$ cat config.mk
export PLATFORM = sky130hd
export DESIGN_NAME = div_result_reconstructor_flat
export DESIGN_NICKNAME = d
export VERILOG_FILES = /design/src/rtl/div_result_reconstructor_if.sv /design/src/rtl/div_result_reconstructor.sv /design/src/flat_wrapper.sv
export SDC_FILE = /design/constraint.sdc
export NUM_CORES = 1
export LEC_CHECK = 0
export CAP_MARGIN = 5
export CORE_MARGIN = 3
export CORE_UTILIZATION = 34
export CTS_BUF_LIST = sky130_fd_sc_hd__clkbuf_4
export DETAILED_ROUTE_END_ITERATION = 10
export DONT_BUFFER_PORTS = 1
export PLACE_DENSITY_LB_ADDON = 0.3
export SLEW_MARGIN = 5
export SYNTH_ARGS = -nofsm -noshare
export SYNTH_HDL_FRONTEND = slang
export SYNTH_SLANG_ARGS = --single-unit
$ cat constraint.sdc
create_clock -name clk -period 4.7 [get_ports clk]
set_clock_uncertainty 0.1 [all_clocks]
set_input_delay 0.47 -clock clk [delete_from_list [all_inputs] [get_ports clk]]
set_output_delay 0.47 -clock clk [all_outputs]
set_load 0.02 [all_outputs]
$ cat src/rtl/div_result_reconstructor_if.sv
// Operand/result handshake bundle for the dividend reconstructor.
// slave = reconstructor side, master = producer/consumer side.
interface div_result_reconstructor_if;
    logic        in_valid;
    logic        in_ready;
    logic [7:0]  q;
    logic [7:0]  r;
    logic [7:0]  d;
    logic        out_valid;
    logic        out_ready;
    logic [15:0] n;
    logic        busy;

    modport master (
        output in_valid, q, r, d, out_ready,
        input  in_ready, out_valid, n, busy
    );

    modport slave (
        input  in_valid, q, r, d, out_ready,
        output in_ready, out_valid, n, busy
    );
endinterface

$ cat src/rtl/div_result_reconstructor.sv
// Shift-add rebuild of n = q*d + r over 8 cycles.
// APPROX_LOW_COLS_EN: columns 0..5 of the accumulator adder are approximate.
module div_result_reconstructor (
    input  logic                          clk,
    input  logic                          rst_n,
    div_result_reconstructor_if.slave     bus
);

    localparam logic [1:0] S_IDLE = 2'd0;
    localparam logic [1:0] S_CALC = 2'd1;
    localparam logic [1:0] S_DONE = 2'd2;

    logic [1:0]  state;
    logic [15:0] acc;
    logic [15:0] mcand;
    logic [7:0]  mplier;
    logic [2:0]  cnt;
    logic [15:0] sum;

`ifdef APPROX_LOW_COLS_EN
    // Low columns: OR for sum, AND for carry; carry into column 6 is column 5's.
    always_comb begin : approx_add
        logic cy;
        cy  = 1'b0;
        sum = '0;
        for (int i = 0; i < 16; i++) begin
            if (i < 6) begin
                sum[i] = acc[i] | mcand[i] | cy;
                cy     = acc[i] & mcand[i];
            end else begin
                sum[i] = acc[i] ^ mcand[i] ^ cy;
                cy     = (acc[i] & mcand[i]) | (cy & (acc[i] ^ mcand[i]));
            end
        end
    end
`else
    assign sum = acc + mcand;
`endif

    always_ff @(posedge clk or negedge rst_n) begin
        if (!rst_n) begin
            state  <= S_IDLE;
            acc    <= '0;
            mcand  <= '0;
            mplier <= '0;
            cnt    <= '0;
        end else begin
            unique case (1'b1)
                (state == S_IDLE): begin
                    if (bus.in_valid) begin
                        acc    <= {8'h00, bus.r};
                        mcand  <= {8'h00, bus.d};
                        mplier <= bus.q;
                        cnt    <= '0;
                        state  <= S_CALC;
                    end
                end
                (state == S_CALC): begin
                    if (mplier[0]) begin
                        acc <= sum;
                    end
                    mcand  <= mcand << 1;
                    mplier <= mplier >> 1;
                    cnt    <= cnt + 3'd1;
                    if (cnt == 3'd7) begin
                        state <= S_DONE;
                    end
                end
                (state == S_DONE): begin
                    if (bus.out_ready) begin
                        state <= S_IDLE;
                    end
                end
                default: begin
                    state <= S_IDLE;
                end
            endcase
        end
    end

    assign bus.in_ready  = (state == S_IDLE);
    assign bus.busy      = (state == S_CALC);
    assign bus.out_valid = (state == S_DONE);
    assign bus.n         = acc;

endmodule
$ cat src/flat_wrapper.sv
// flat-port wrapper written by rule: the top's interface ports become plain ports
module div_result_reconstructor_flat 
  (clk, rst_n, bus_in_valid, bus_q, bus_r, bus_d, bus_out_ready, bus_in_ready, bus_out_valid, bus_n, bus_busy);
  div_result_reconstructor_if bus_i ();
  input  logic clk;
  input  logic rst_n;
  input wire logic [$bits(bus_i.in_valid)-1:0] bus_in_valid;
  input wire logic [$bits(bus_i.q)-1:0] bus_q;
  input wire logic [$bits(bus_i.r)-1:0] bus_r;
  input wire logic [$bits(bus_i.d)-1:0] bus_d;
  input wire logic [$bits(bus_i.out_ready)-1:0] bus_out_ready;
  output wire logic [$bits(bus_i.in_ready)-1:0] bus_in_ready;
  output wire logic [$bits(bus_i.out_valid)-1:0] bus_out_valid;
  output wire logic [$bits(bus_i.n)-1:0] bus_n;
  output wire logic [$bits(bus_i.busy)-1:0] bus_busy;
  assign bus_i.in_valid = bus_in_valid;
  assign bus_i.q = bus_q;
  assign bus_i.r = bus_r;
  assign bus_i.d = bus_d;
  assign bus_i.out_ready = bus_out_ready;
  assign bus_in_ready = bus_i.in_ready;
  assign bus_out_valid = bus_i.out_valid;
  assign bus_n = bus_i.n;
  assign bus_busy = bus_i.busy;
  div_result_reconstructor u_core (.clk(clk), .rst_n(rst_n), .bus(bus_i));
endmodule
After elaboration in Yosys (flattened, before gate mapping)
Cells that the tools add are included.

Logic and storage cells: 32. Bits of input ports: 28. Output and inout port bits: 19. Register bits: 45.

Equal/unequal tests: 7. Reduce and logical (&&, ||, !) cells: 5. Multiplexer cells: 13. Add/subtract/negate cells: 2.

Operators by type and width (number): $pmux 16 s2 (2); $mux 16 (3); $add 16x16->16 (1); $pmux 8 s2 (1); $mux 8 (1); $mux 2 (3); $pmux 2 s3 (1); $pmux 3 s2 (1); $reduce_and 3->1 (2); $ne 2x1->1 const B (2); $ne 2x2->1 const B (2); $add 3x1->3 const B (1); $eq 3x3->1 const B (1); $mux 3 (1); $eq 2x1->1 const B (1); $eq 2x2->1 const B (1); $logic_not 2->1 (1); $reduce_and 2->1 (1); $reduce_bool 2->1 (1).

Longest topological paths before layout
Gate-level depths: netlist of the first run.

Word-level depth: 3. Depth in mapped cells: 9. Gate-level depth less buffers: 9.

Worst setup path before layout of the first run
OpenSTA, ideal clock, no wires.

Kind: register to register. Start point: register u_core.acc[0] (netlist: u_core.bus.n[0]). End point: register u_core.acc[8] (netlist: u_core.bus.n[8]). Library setup time: 0.121 ns. Path buffers: 0. Stages on the path, launching flop included: 10. Data required time: 4.479 ns. Clock period less this slack: 2.482 ns. Setup slack: 2.218 ns. Arrival: 2.261 ns. Cells stage by stage: dfrtp_1 > ha_1 > fa_1 > a21o_1 > a211oi_1 > nor2_1 > nor4_2 > nor3_1 > xor2_1 > a22o_1.

Word-level cells in the longest chain between the ends: 3.

Ends and longest elaborated chain: start: declaration (RTL line div_result_reconstructor.sv:14) `logic [15:0] acc;`; start signal: assignment (RTL line div_result_reconstructor.sv:51) `acc <= {8'h00, bus.r};`; start signal: assignment (RTL line div_result_reconstructor.sv:60) `acc <= sum;`; $add 16x16->16 (RTL line div_result_reconstructor.sv:37) `assign sum = acc + mcand;`; $mux 16 (RTL line div_result_reconstructor.sv:59) `if (mplier[0]) begin`; $pmux 16 s2 (RTL line div_result_reconstructor.sv:48) `unique case (1'b1)`.

Every way passes these cells. The select of a mux whose other input is x is not followed. A chain may end at the register's enable or synchronous reset.

Final worst setup path of the first run
Start point: register u_core.state[0]. End point: register u_core.acc[7] (netlist: u_core.bus.n[7]).

Word-level cells in the longest chain between the ends: 3. Elaborated cells between the ends (all ways): 7. Those cells by class: eq/ne (3); mux (1); reduce/logical (3).

Ends and longest elaborated chain: start: declaration (RTL line div_result_reconstructor.sv:13) `logic [1:0] state;`; start signal: assignment (RTL line div_result_reconstructor.sv:42) `state <= S_IDLE;`; start signal: assignment (RTL line div_result_reconstructor.sv:55) `state <= S_CALC;`; start signal: assignment (RTL line div_result_reconstructor.sv:66) `state <= S_DONE;`; $logic_not 2->1 (*); named net bus_in_ready (RTL line flat_wrapper.sv:12) `output wire logic [$bits(bus_i.in_ready)-1:0] bus_in_ready;`; $ne 2x2->1 (no source line) / $reduce_bool 2->1 (equally long branches); $reduce_and 3->1 (no source line).

The timed path passes the listed nets; every way through them passes the cells marked *.

==> results of run 1 <==
worst min path at each step:
| stage | slack [ns] | depth (start not counted) | end |
|---|---|---|---|
| finish | 0.10 | 2 | u_core.mplier[7]$_DFFE_PN0P_ |
| global route | 0.07 | 2 | u_core.mplier[7]$_DFFE_PN0P_ |
| CTS | 0.09 | 2 | u_core.mplier[7]$_DFFE_PN0P_ |
| detailed placement | 0.08 | 0 | u_core.bus.n[9]$_DFFE_PN0P_ |
| global placement | 0.08 | 0 | u_core.bus.n[9]$_DFFE_PN0P_ |
| floorplan | 0.07 | 0 | u_core.bus.n[0]$_DFFE_PN0P_ |
layout by cell type (no fill, tap or decap), types with 3 or more instances in the layout:
master / count
clkbuf_4: 6
dfrtp_1: 45
nor3_1: 4
a31oi_1: 14
o21ai_0: 21
and4b_1: 3
nor2_1: 26
nand4_1: 5
xor2_1: 6
o21ai_1: 11
xnor2_1: 4
nand2_1: 75
a21oi_1: 17
nand3_1: 9
ha_1: 17
state kept, by name, summed over array words and instances (netlist names):
register       cells
u_core.bus.n      16
u_core.mcand      16
u_core.cnt         3
u_core.state       2
u_core.mplier      8
logic make-up (layout without fill, tap and decap cells):
group / count (synthesis) / count (layout) / share of synthesized area (%)
DFF: 45 / 45 / 43.0
and+or+nand+nor: 134 / 134 / 22.6
buffers and inverters: 17 / 15 / 2.49
xor gates and xnor gates: 10 / 10 / 3.35
muxes: 2 / 2 / 0.765
adders and majority gates: 18 / 18 / 8.90
AOI/OAI and AO/OA: 79 / 79 / 18.9
worst max-delay path, cell delays in order, from the launching register on:
cell and delay, ns:
dfrtp_1 0.43, nor2_1 0.40, and2_1 0.81, nor2_1 0.44, o41a_1 0.50, nand3_1 0.09
final cells by class:
type | instances | share of cell area (%)
multi-input cells | 243 | 50.5
flip-flops and latches | 45 | 39.9
well taps | 99 | 4.38
repair buffers | 4 | 1.86
clock buffers | 6 | 1.59
clock inverters | 2 | 1.37
inverters | 3 | 0.399
per-stage QoR:
stage                     area (um^2)  hold WS (ns)  worst slack [ns]
after floorplan                  2620        0.0744              2.22
after global placement           2700        0.0761              1.95
after detailed placement         2700        0.0762              1.88
after CTS                        2830        0.0877              1.83
after global routing             2830        0.0669              1.57
final                            2830         0.101              1.85
per-layer routing:
metal / GRT usage, % / wire length (um) / up-vias
met5: 0 / 0 / -
li1: - / - / 1068
met4: 4.81 / 103 / 0
met1: 18.1 / 2810 / 1005
met2: 22.9 / 2710 / 50
met3: 5.21 / 429 / 9
what timing repair did:
| item | 4_1_cts | 5_1_grt |
|---|---|---|
| hold buffers | 2 | 0 |
| resized for setup | 0 | 0 |
| endpoints found under the hold margin | 45 | 0 |
power groups by stage:
stage / registers, uW / clock network [uW] / logic (uW)
detailed placement: 846 / 0 / 1410
global route: 864 / 279 / 1620
global placement: 843 / 0 / 1370
floorplan: 781 / 0 / 1170
CTS: 837 / 260 / 1420
finish: 832 / 253 / 1420
==> metrics.md, run 1 <==
| Metric | Value |
|---|---|
| Setup Fix Bufs, Post-CTS | 0 |
| Async SR Flop Fraction | 100% |
| Width of the die | 93.7 um |
| Synth Cell Area | 0.00262 mm^2 |
| Vias in the first global route | 2087 |
| Hold Path Class | in2reg |
| Crit path capture | u_core.bus.n[7]$_DFFE_PN0P_ |
| Seq. cell area | 0.00113 mm^2 |
| Crit start category | register |
| Tot Pwr | 2500 uW |
| Synth top area share | 43.0% |
| Clock slew at reported path FFs | 0.14 ns |
| Core box area | 0.00737 mm^2 |
| PD cells | 886 mW/mm^2 |
| Initial DRT Pass Iterations | 5 |
| Pin count of the biggest net entering global routing | 56 |
| Die Y-Extent | 93.7 um |
| Final WL | 6.05 mm |
| Final TNS setup | 0 ns |
| FF-to-FF setup slack | 1.85 ns |
| Main synth FF type | dfrtp_1 |
| Max cap viols | 0 |
| Crit path launch | u_core.state[0]$_DFFE_PN0P_ |
| Routed vias/inst | 5.30 |
| Rel. slew slack | 38.2% |
| R2r startpoint | u_core.state[0]$_DFFE_PN0P_ |
| Synth area leader | dfrtp_1 |
| Initial Utilization | 35.5% |
| Remaining global-route overflow | 0 |
| Hold Startpoint | bus_q[7] |
| Max Slew Vio Count | 0 |
| Setup-failing EPs final | 0 |
| Net Sw Power | 1240 uW |
| Ports | 47 |
| Synth-to-Final Area Change | 7.99% |
| Clk pwr share | 10.1% |
| CTS tree | built |
| Critical Path RT | 4.90 ns |
| Htree depth | 2 |
| Fin cells | 402 |
| First-pass GRT wire length | 10.1 mm |
| Worst r2r dst | u_core.bus.n[7]$_DFFE_PN0P_ |
| Setup CP Type | reg2reg |
| Antenna Nets Post-Route | 0 |
| CP Max Fanout | 28 |
| Placer Congestion | 0.881 |
| Most numerous cell in the Yosys netlist | nand2_1 |
| Tcrit/Tclk final | 60.5% |
| Row count | 31 |
| CTS Buf Count | 5 |
| Worst setup EP type | register |
| Final worst path period need | 2.85 ns |
| Placed cells | 392 |
| Nets | 348 |
| Static leakage | 0.00124 uW |
| DRT iter0 DRCs | 101 |
| Layout cell share with drive strength beyond 1 | 6.27% |
| CTS sink cnt | 45 |
| Area occupied by multi-input gates | 0.00143 mm^2 |
| Clock Latency Late Sink | 0.37 ns |
| Internal power | 1260 uW |
| Initial antenna violation count | 0 |
| Mapped Cells | 305 |
| Count of cell types in the netlist | 41 |
| Max Freq | 351 MHz |
| # DRC | 0 |
| Clock root cell | clkbuf_4 |
| FILL cells | 782 |
| Detailed Place HPWL | 4.37 mm |
| Register area share after synthesis | 43.0% |
| Die area | 0.00878 mm^2 |
| Post-synthesis area per instance | 8.58 um^2 |
| Reg2reg path depth | 5 |
| Peak VDD IR | 0.263 mV |
| Final hold vios | 0 |
| Sw Ratio | 49.6% |
| Routed vias | 2132 |
| Register bit count reported by yosys | 45 |
| Post-layout util | 38.3% |
| I/O Buffers | 0 |
| Measured slew at the worst slew-check pin | 0.927 ns |
| Combinational group share of total power | 56.6% |
| Max Root-Sink Buffers | 2 |
| Yosys Warn Count | 0 |
| Diodes inserted | 0 |
| Status | finished, final reports clean |
| Largest cells by area after synthesis | dfrtp_1 43%, nand2_1 11%, ha_1 8.1% |
| WP data arrival | 3.04 ns |
| Total GRT Usage | 14.4% |
| Seq pwr share | 33.3% |
| Synth top cells by count | 75 x nand2_1, 45 x dfrtp_1, 26 x nor2_1 |
| Synth Net Count | 351 |
| EDFF count, synth | 0 |
| RSZ-0062 raised after global routing | false |
| Wire per inst | 15.1 um |
No activity file was read; power rests on OpenSTA's default activity.
==> run 2, diff against run 1 <==
- clock period: 4.7 -> 2.6 ns (I/O delays scaled with it)
==> metrics.md, run 2 (same netlist as run 1, synthesis figures left out) <==
| Metric | Value |
|---|---|
| FF-to-FF setup slack | 0.13 ns (-1.72 ns) |
| Hold Path Class | in2reg |
| Max cap viols | 0 (unchanged) |
| CTS tree | built |
| Die area | 0.00878 mm^2 (unchanged) |
| Peak VDD IR | 0.511 mV (+95%) |
| Routed vias/inst | 5.14 (-3.0%) |
| Htree depth | 2 (unchanged) |
| WP data arrival | 2.64 ns (-0.40 ns) |
| Rel. slew slack | 65.2% (+27 points) |
| Seq. cell area | 0.00113 mm^2 (unchanged) |
| Critical path depth | 9 (+4) |
| Commonest non-fill, non-tap cells in the layout | 75 x nand2_1, 45 x dfrtp_1, 26 x nor2_1 |
| Area occupied by multi-input gates | 0.00144 mm^2 (+1.1%) |
| CP cell instances | ha_2 -> fa_2 -> a21o_1 -> a211oi_2 -> nor2_1 -> nor4_2 -> nor3_2 -> xor2_1 -> a22o_1 |
| Crit path launch | u_core.bus.n[0]$_DFFE_PN0P_ |
| Antenna Nets Post-Route | 0 (unchanged) |
| I/O Buffers | 0 (unchanged) |
| Final hold vios | 0 (unchanged) |
| Setup-failing EPs final | 0 (unchanged) |
| Max Freq | 406 MHz (+15%) |
| Diodes inserted | 0 (unchanged) |
| Max Slew Vio Count | 0 (unchanged) |
| Status | finished, final reports clean |
| Crit path capture | u_core.bus.n[8]$_DFFE_PN0P_ |
| Crit start category | register |
| Max Root-Sink Buffers | 2 (unchanged) |
| Ports | 47 (unchanged) |
| Total GRT Usage | 15.5% (+1.1 points) |
| Worst Path Buf+Inv | 0 (unchanged) |
| Width of the die | 93.7 um (unchanged) |
| Wire per inst | 14.6 um (-3.1%) |
| Clock root cell | clkbuf_4 |
| Clock Latency Late Sink | 0.36 ns (about the same) |
| Worst setup EP type | register |
| Final TNS setup | 0 ns (unchanged) |
| Synth-to-Final Area Change | 19.7% |
| Routed vias | 2242 (+5.2%) |
| Most common cell after layout, fill and taps aside | nand2_1 |
| Setup CP Type | reg2reg |
| Row count | 31 (unchanged) |
| Layout cell share with drive strength beyond 1 | 9.79% (+3.5 points) |
| Slowest-stage cell, CP | dfrtp_1 |
| Initial Utilization | 35.5% (unchanged) |
| Worst r2r dst | u_core.bus.n[8]$_DFFE_PN0P_ |
| Final WL | 6.36 mm (+5.1%) |
| FILL cells | 771 (-1.4%) |
| Critical Path RT | 2.77 ns (-2.13 ns) |
| Core box area | 0.00737 mm^2 (unchanged) |
| Static leakage | 0.00137 uW (+10%) |
| Post-route worst setup slack | 0.134 ns (-1.72 ns) |
| Final worst path period need | 2.47 ns (-0.380 ns) |
| Die Y-Extent | 93.7 um (unchanged) |
| R2r startpoint | u_core.bus.n[0]$_DFFE_PN0P_ |
| DRT iter0 DRCs | 84 (-17%) |
| # DRC | 0 (unchanged) |
| RSZ-0062 raised after global routing | true |
| Detailed Place HPWL | 4.47 mm (+2.2%) |
| Initial DRT Pass Iterations | 4 (-1) |
| Vias in the first global route | 2205 (+5.7%) |
| PD cells | 1470 mW/mm^2 (+66%) |
| Post-layout util | 42.5% (+4.2 points) |
| CTS Buf Count | 5 (unchanged) |
| Fin cells | 436 (+8.5%) |
| Reg2reg path depth | 9 (+4) |
| CP Max Fanout | 2 (-93%) |
| Placed cells | 399 (+1.8%) |
| Tcrit/Tclk final | 94.8% (+34 points) |
| First-pass GRT wire length | 10.9 mm (+8.4%) |
| Nets | 382 (+9.8%) |
| Placer Congestion | 0.785 (-11%) |
| Crit path max-delay family | adder cells |
| CTS sink cnt | 45 (unchanged) |
| Remaining global-route overflow | 0 (unchanged) |
| Delay of the slowest cell on the worst path | 0.41 ns (-0.40 ns) |
| Pin count of the biggest net entering global routing | 56 (unchanged) |
| Measured slew at the worst slew-check pin | 0.522 ns (-0.405 ns) |
| Tot Pwr | 4600 uW (+84%) |
| Pre-CTS setup slack | 0.0603 ns (-1.82 ns) |
| Clock slew at reported path FFs | 0.14 ns (about the same) |
| Initial antenna violation count | 0 (unchanged) |
==> run 2: worst min-delay path by stage <==
| stage | from | endpoint | slack, ns | cells after the start |
|---|---|---|---|---|
| 6_report | bus_r[5] | u_core.bus.n[5]$_DFFE_PN0P_ | 0.04 | 3 |
| 5_1_grt | bus_r[5] | u_core.bus.n[5]$_DFFE_PN0P_ | 0.06 | 3 |
| 4_1_cts | bus_r[5] | u_core.bus.n[5]$_DFFE_PN0P_ | 0.02 | 3 |
| 3_5_place_dp | rst_n | u_core.mcand[10]$_DFFE_PN0P_ | -0.13 | 0 |
| 3_3_place_gp | rst_n | u_core.bus.n[11]$_DFFE_PN0P_ | -0.13 | 0 |
| 2_1_floorplan | rst_n | u_core.bus.n[0]$_DFFE_PN0P_ | -0.14 | 0 |
==> run 2: timing repair <==
| action | CTS | global route |
|---|---|---|
| setup endpoints to repair | 0 | 5 |
| hold buffers | 26 | 0 |
| gates resized for setup | 0 | 4 |
| hold endpoints to repair | 69 | 0 |
| setup buffers | 0 | 3 |
==> run 2: final cells by class <==
| class | instances | share of cell area, % |
|---|---|---|
| Tap cell | 99 | 3.96 |
| Multi-Input combinational cell | 243 | 46.1 |
| Inverter | 3 | 0.360 |
| Clock inverter | 3 | 0.719 |
| Sequential cell | 45 | 36.0 |
| Clock buffer | 5 | 1.20 |
| Timing Repair Buffer | 38 | 11.7 |
==> run 2: power breakdown <==
group | internal (uW) | switching (uW)
logic | 1140 | 1650
clock network | 105 | 249
registers | 1050 | 411
==> run 2: tightest hold or removal path, stage by stage <==
cell and delay, ns:
nand2_1 0.04, o31a_1 0.11, o21ai_0 0.06
==> run 2: through the flow <==
step	hold slack, ns	cell area [um^2]
final	0.0377	3130
after global routing	0.0596	3130
after CTS	0.0248	3090
after detailed placement	-0.133	2760
after global placement	-0.133	2760
after floorplan	-0.136	2620
==> run 2: layer usage <==
metal / part of all wire, % / track usage, % / wire length (um) / up-vias
met3: 5.4 / 4.01 / 343 / 2
met5: 0 / 0 / 0 / -
met1: 47 / 20.4 / 2980 / 1068
li1: - / - / - / 1135
met4: 0.25 / 3.37 / 16 / 0
met2: 48 / 25.5 / 3030 / 37
==> run 3, diff against run 2 <==
- ABC_AREA: not set -> 1
- CTS_BUF_LIST: sky130_fd_sc_hd__clkbuf_4 -> not set
- GPL_TIMING_DRIVEN: not set -> 0
==> metrics.md, run 3 <==
| Metric | Value |
|---|---|
| Max Root-Sink Buffers | 2 (unchanged) |
| PD cells | 1610 mW/mm^2 (+9.9%) |
| R2r startpoint | u_core.bus.n[0]$_DFFE_PN0P_ |
| Max Freq | 472 MHz (+16%) |
| Die Y-Extent | 97.6 um (+4.2%) |
| EDFF count, synth | 0 (unchanged) |
| Antenna Nets Post-Route | 0 (unchanged) |
| DRT iter0 DRCs | 96 (+14%) |
| Max cap viols | 0 (unchanged) |
| Nets | 430 (+13%) |
| Register area share after synthesis | 39.5% (-3.6 points) |
| Initial antenna violation count | 0 (unchanged) |
| Setup CP Type | reg2reg |
| Synth area leader | dfrtp_1 |
| Critical Path RT | 2.73 ns (-0.04 ns) |
| Die area | 0.00953 mm^2 (+8.5%) |
| Final TNS setup | 0 ns (unchanged) |
| Crit start category | register |
| Layout cell share with drive strength beyond 1 | 9.61% (-0.18 points) |
| I/O Buffers | 0 (unchanged) |
| FILL cells | 837 (+8.6%) |
| Worst r2r dst | u_core.bus.n[8]$_DFFE_PN0P_ |
| Wire per inst | 14.5 um (-0.76%) |
| Post-layout util | 39.7% (-2.8 points) |
| Yosys Warn Count | 0 (unchanged) |
| Hold buffer count at cts | 6 (-77%) |
| Hold Path Class | in2reg |
| Max Slew Vio Count | 0 (unchanged) |
| Ports | 47 (unchanged) |
| Commonest non-fill, non-tap cells in the layout | 108 x nand2_1, 60 x inv_1, 45 x dfrtp_1 |
| Row count | 32 (+3.2%) |
| Synth top area share | 39.5% (-3.6 points) |
| Final WL | 7.05 mm (+11%) |
| Crit path launch | u_core.bus.n[0]$_DFFE_PN0P_ |
| Peak VDD IR | 0.629 mV (+23%) |
| Pin count of the biggest net entering global routing | 46 (-18%) |
| Count of cell types in the netlist | 32 (-22%) |
| Most common cell after layout, fill and taps aside | nand2_1 |
| Measured slew at the worst slew-check pin | 0.377 ns (-0.145 ns) |
| Final worst path period need | 2.12 ns (-0.347 ns) |
| Detailed Place HPWL | 5.29 mm (+18%) |
| Clock root cell | clkbuf_8 |
| Reg2reg path depth | 10 (+1) |
| Width of the die | 97.6 um (+4.2%) |
| Clock Latency Late Sink | 0.31 ns (-0.05 ns) |
| Mapped Cells | 371 (+22%) |
| Initial DRT Pass Iterations | 4 (unchanged) |
| Status | finished, final reports clean |
| Vias in the first global route | 2411 (+9.3%) |
| Routed vias/inst | 4.95 (-3.7%) |
| First-pass GRT wire length | 11.9 mm (+9.4%) |
| Setup Fix Bufs, Post-CTS | 0 (unchanged) |
| WP data arrival | 2.25 ns (-0.39 ns) |
| Routed vias | 2412 (+7.6%) |
| Placer Congestion | 0.896 (+14%) |
| Register bit count reported by yosys | 45 (unchanged) |
| Synth Net Count | 417 (+19%) |
| CTS sink cnt | 45 (unchanged) |
| CTS tree | built |
| Clock slew at reported path FFs | 0.10 ns (-0.04 ns) |
| Total GRT Usage | 15.5% (+0.066 points) |
| Diodes inserted | 0 (unchanged) |
| Final hold vios | 0 (unchanged) |
| Remaining global-route overflow | 0 (unchanged) |
| Synth-to-Final Area Change | 10.3% |
| FF-to-FF setup slack | 0.48 ns (+0.35 ns) |
| Htree depth | 2 (unchanged) |
| CTS Buf Count | 5 (unchanged) |
| Synth top cells by count | 108 x nand2_1, 60 x inv_1, 45 x dfrtp_1 |
| Synth Cell Area | 0.00285 mm^2 (+9.1%) |
| Post-synthesis area per instance | 7.69 um^2 (-10%) |
| Static leakage | 0.00164 uW (+20%) |
| RSZ-0062 raised after global routing | false |
| Async SR Flop Fraction | 100% (unchanged) |
| Tot Pwr | 5080 uW (+11%) |
| Crit path capture | u_core.bus.n[8]$_DFFE_PN0P_ |
| # DRC | 0 (unchanged) |
| Worst setup EP type | register |
| Rel. slew slack | 74.8% (+9.6 points) |
| Initial Utilization | 36.0% (+0.50 points) |
| Core box area | 0.00793 mm^2 (+7.6%) |
| Main synth FF type | dfrtp_1 |
| Largest cells by area after synthesis | dfrtp_1 39%, nand2_1 14%, inv_1 7.9% |
| CP Max Fanout | 3 (+1) |
| Most numerous cell in the Yosys netlist | nand2_1 |
| Post-CTS sizing | 0 (unchanged) |
| Tcrit/Tclk final | 81.5% (-13 points) |
| Setup-failing EPs final | 0 (unchanged) |
-- run 3: cell types whose count changed after synthesis, sizes merged, moves of 7 or more --
cell / before / now
inv: 3 / 64
clkbuf: 9 / 0
a21oi: 19 / 12
a31oi: 14 / 2
nand3: 9 / 22
a221oi: 0 / 13
nor3: 4 / 17
o21ai: 32 / 15
o22ai: 0 / 7
nor2: 26 / 19
nand2: 76 / 110
-- run 3: cell type report --
cell class / instances / area [um^2] / share of cell area (%)
Tap cell: 102 / 128 / 4.05
Clock buffer: 5 / 68.8 / 2.19
Sequential cell: 45 / 1130 / 35.8
Clock inverter: 3 / 21.3 / 0.675
Buffer: 10 / 61.3 / 1.95
Multi-Input combinational cell: 252 / 1430 / 45.3
Timing Repair Buffer: 6 / 77.6 / 2.46
Inverter: 64 / 240 / 7.63
-- run 3: how the worst min path moves through the flow --
stage	endpoint	cells past startpoint	slack [ns]	start
after floorplan	u_core.bus.n[0]$_DFFE_PN0P_	0	-0.14	rst_n
after global placement	u_core.bus.n[14]$_DFFE_PN0P_	0	-0.13	rst_n
after detailed placement	u_core.bus.n[14]$_DFFE_PN0P_	0	-0.13	rst_n
after CTS	u_core.bus.n[0]$_DFFE_PN0P_	2	0.0008	bus_r[0]
after global routing	u_core.bus.n[0]$_DFFE_PN0P_	2	0.03	bus_r[0]
final	u_core.bus.n[0]$_DFFE_PN0P_	2	0.001	bus_r[0]
-- run 3: where the power goes --
| part | internal [uW] | switching [uW] | leakage (uW) |
|---|---|---|---|
| sequential | 1050 | 422 | 0.000539 |
| combinational | 1180 | 1960 | 0.00106 |
| clock | 192 | 277 | 0.0000445 |
-- run 3: metrics by stage --
step / std cells / cell area (um^2) / setup slack, ns / hold WS, ns
global route: 487 / 3150 / 0.344 / 0.0296
detailed placement: 473 / 2980 / 0.529 / -0.134
floorplan: 371 / 2850 / 0.739 / -0.136
global placement: 473 / 2980 / 0.553 / -0.134
CTS: 487 / 3150 / 0.489 / 0.000828
finish: 487 / 3150 / 0.481 / 0.00117
-- run 3: per-layer routing --
layer  wire length (um)  track usage [%]
met4                114             4.37
met1               3230             19.8
met2               3320             25.7
met5                  0                0
met3                390             4.31
-- run 3: critical path: stages, from the launching register on --
cell	delay, ns
dfrtp_1	0.48
ha_1	0.27
fa_1	0.39
nand2_1	0.10
nand2_1	0.07
and2_1	0.19
nand2_1	0.07
nand3_1	0.12
nand2_1	0.09
nand2_1	0.05
o21ai_1	0.12
-- run 3: cell families (layout without fill, tap and decap cells) --
family                     count (synthesis)  after routing  synth area share (%)
AOI/OAI and AO/OA                         53             53                  13.4
xor gates and xnor gates                   3              3                 0.921
adders and majority gates                 18             18                  8.15
buffers and inverters                     74             88                  10.6
DFF                                       45             45                  39.5
and+or+nand+nor                          178            178                  27.5
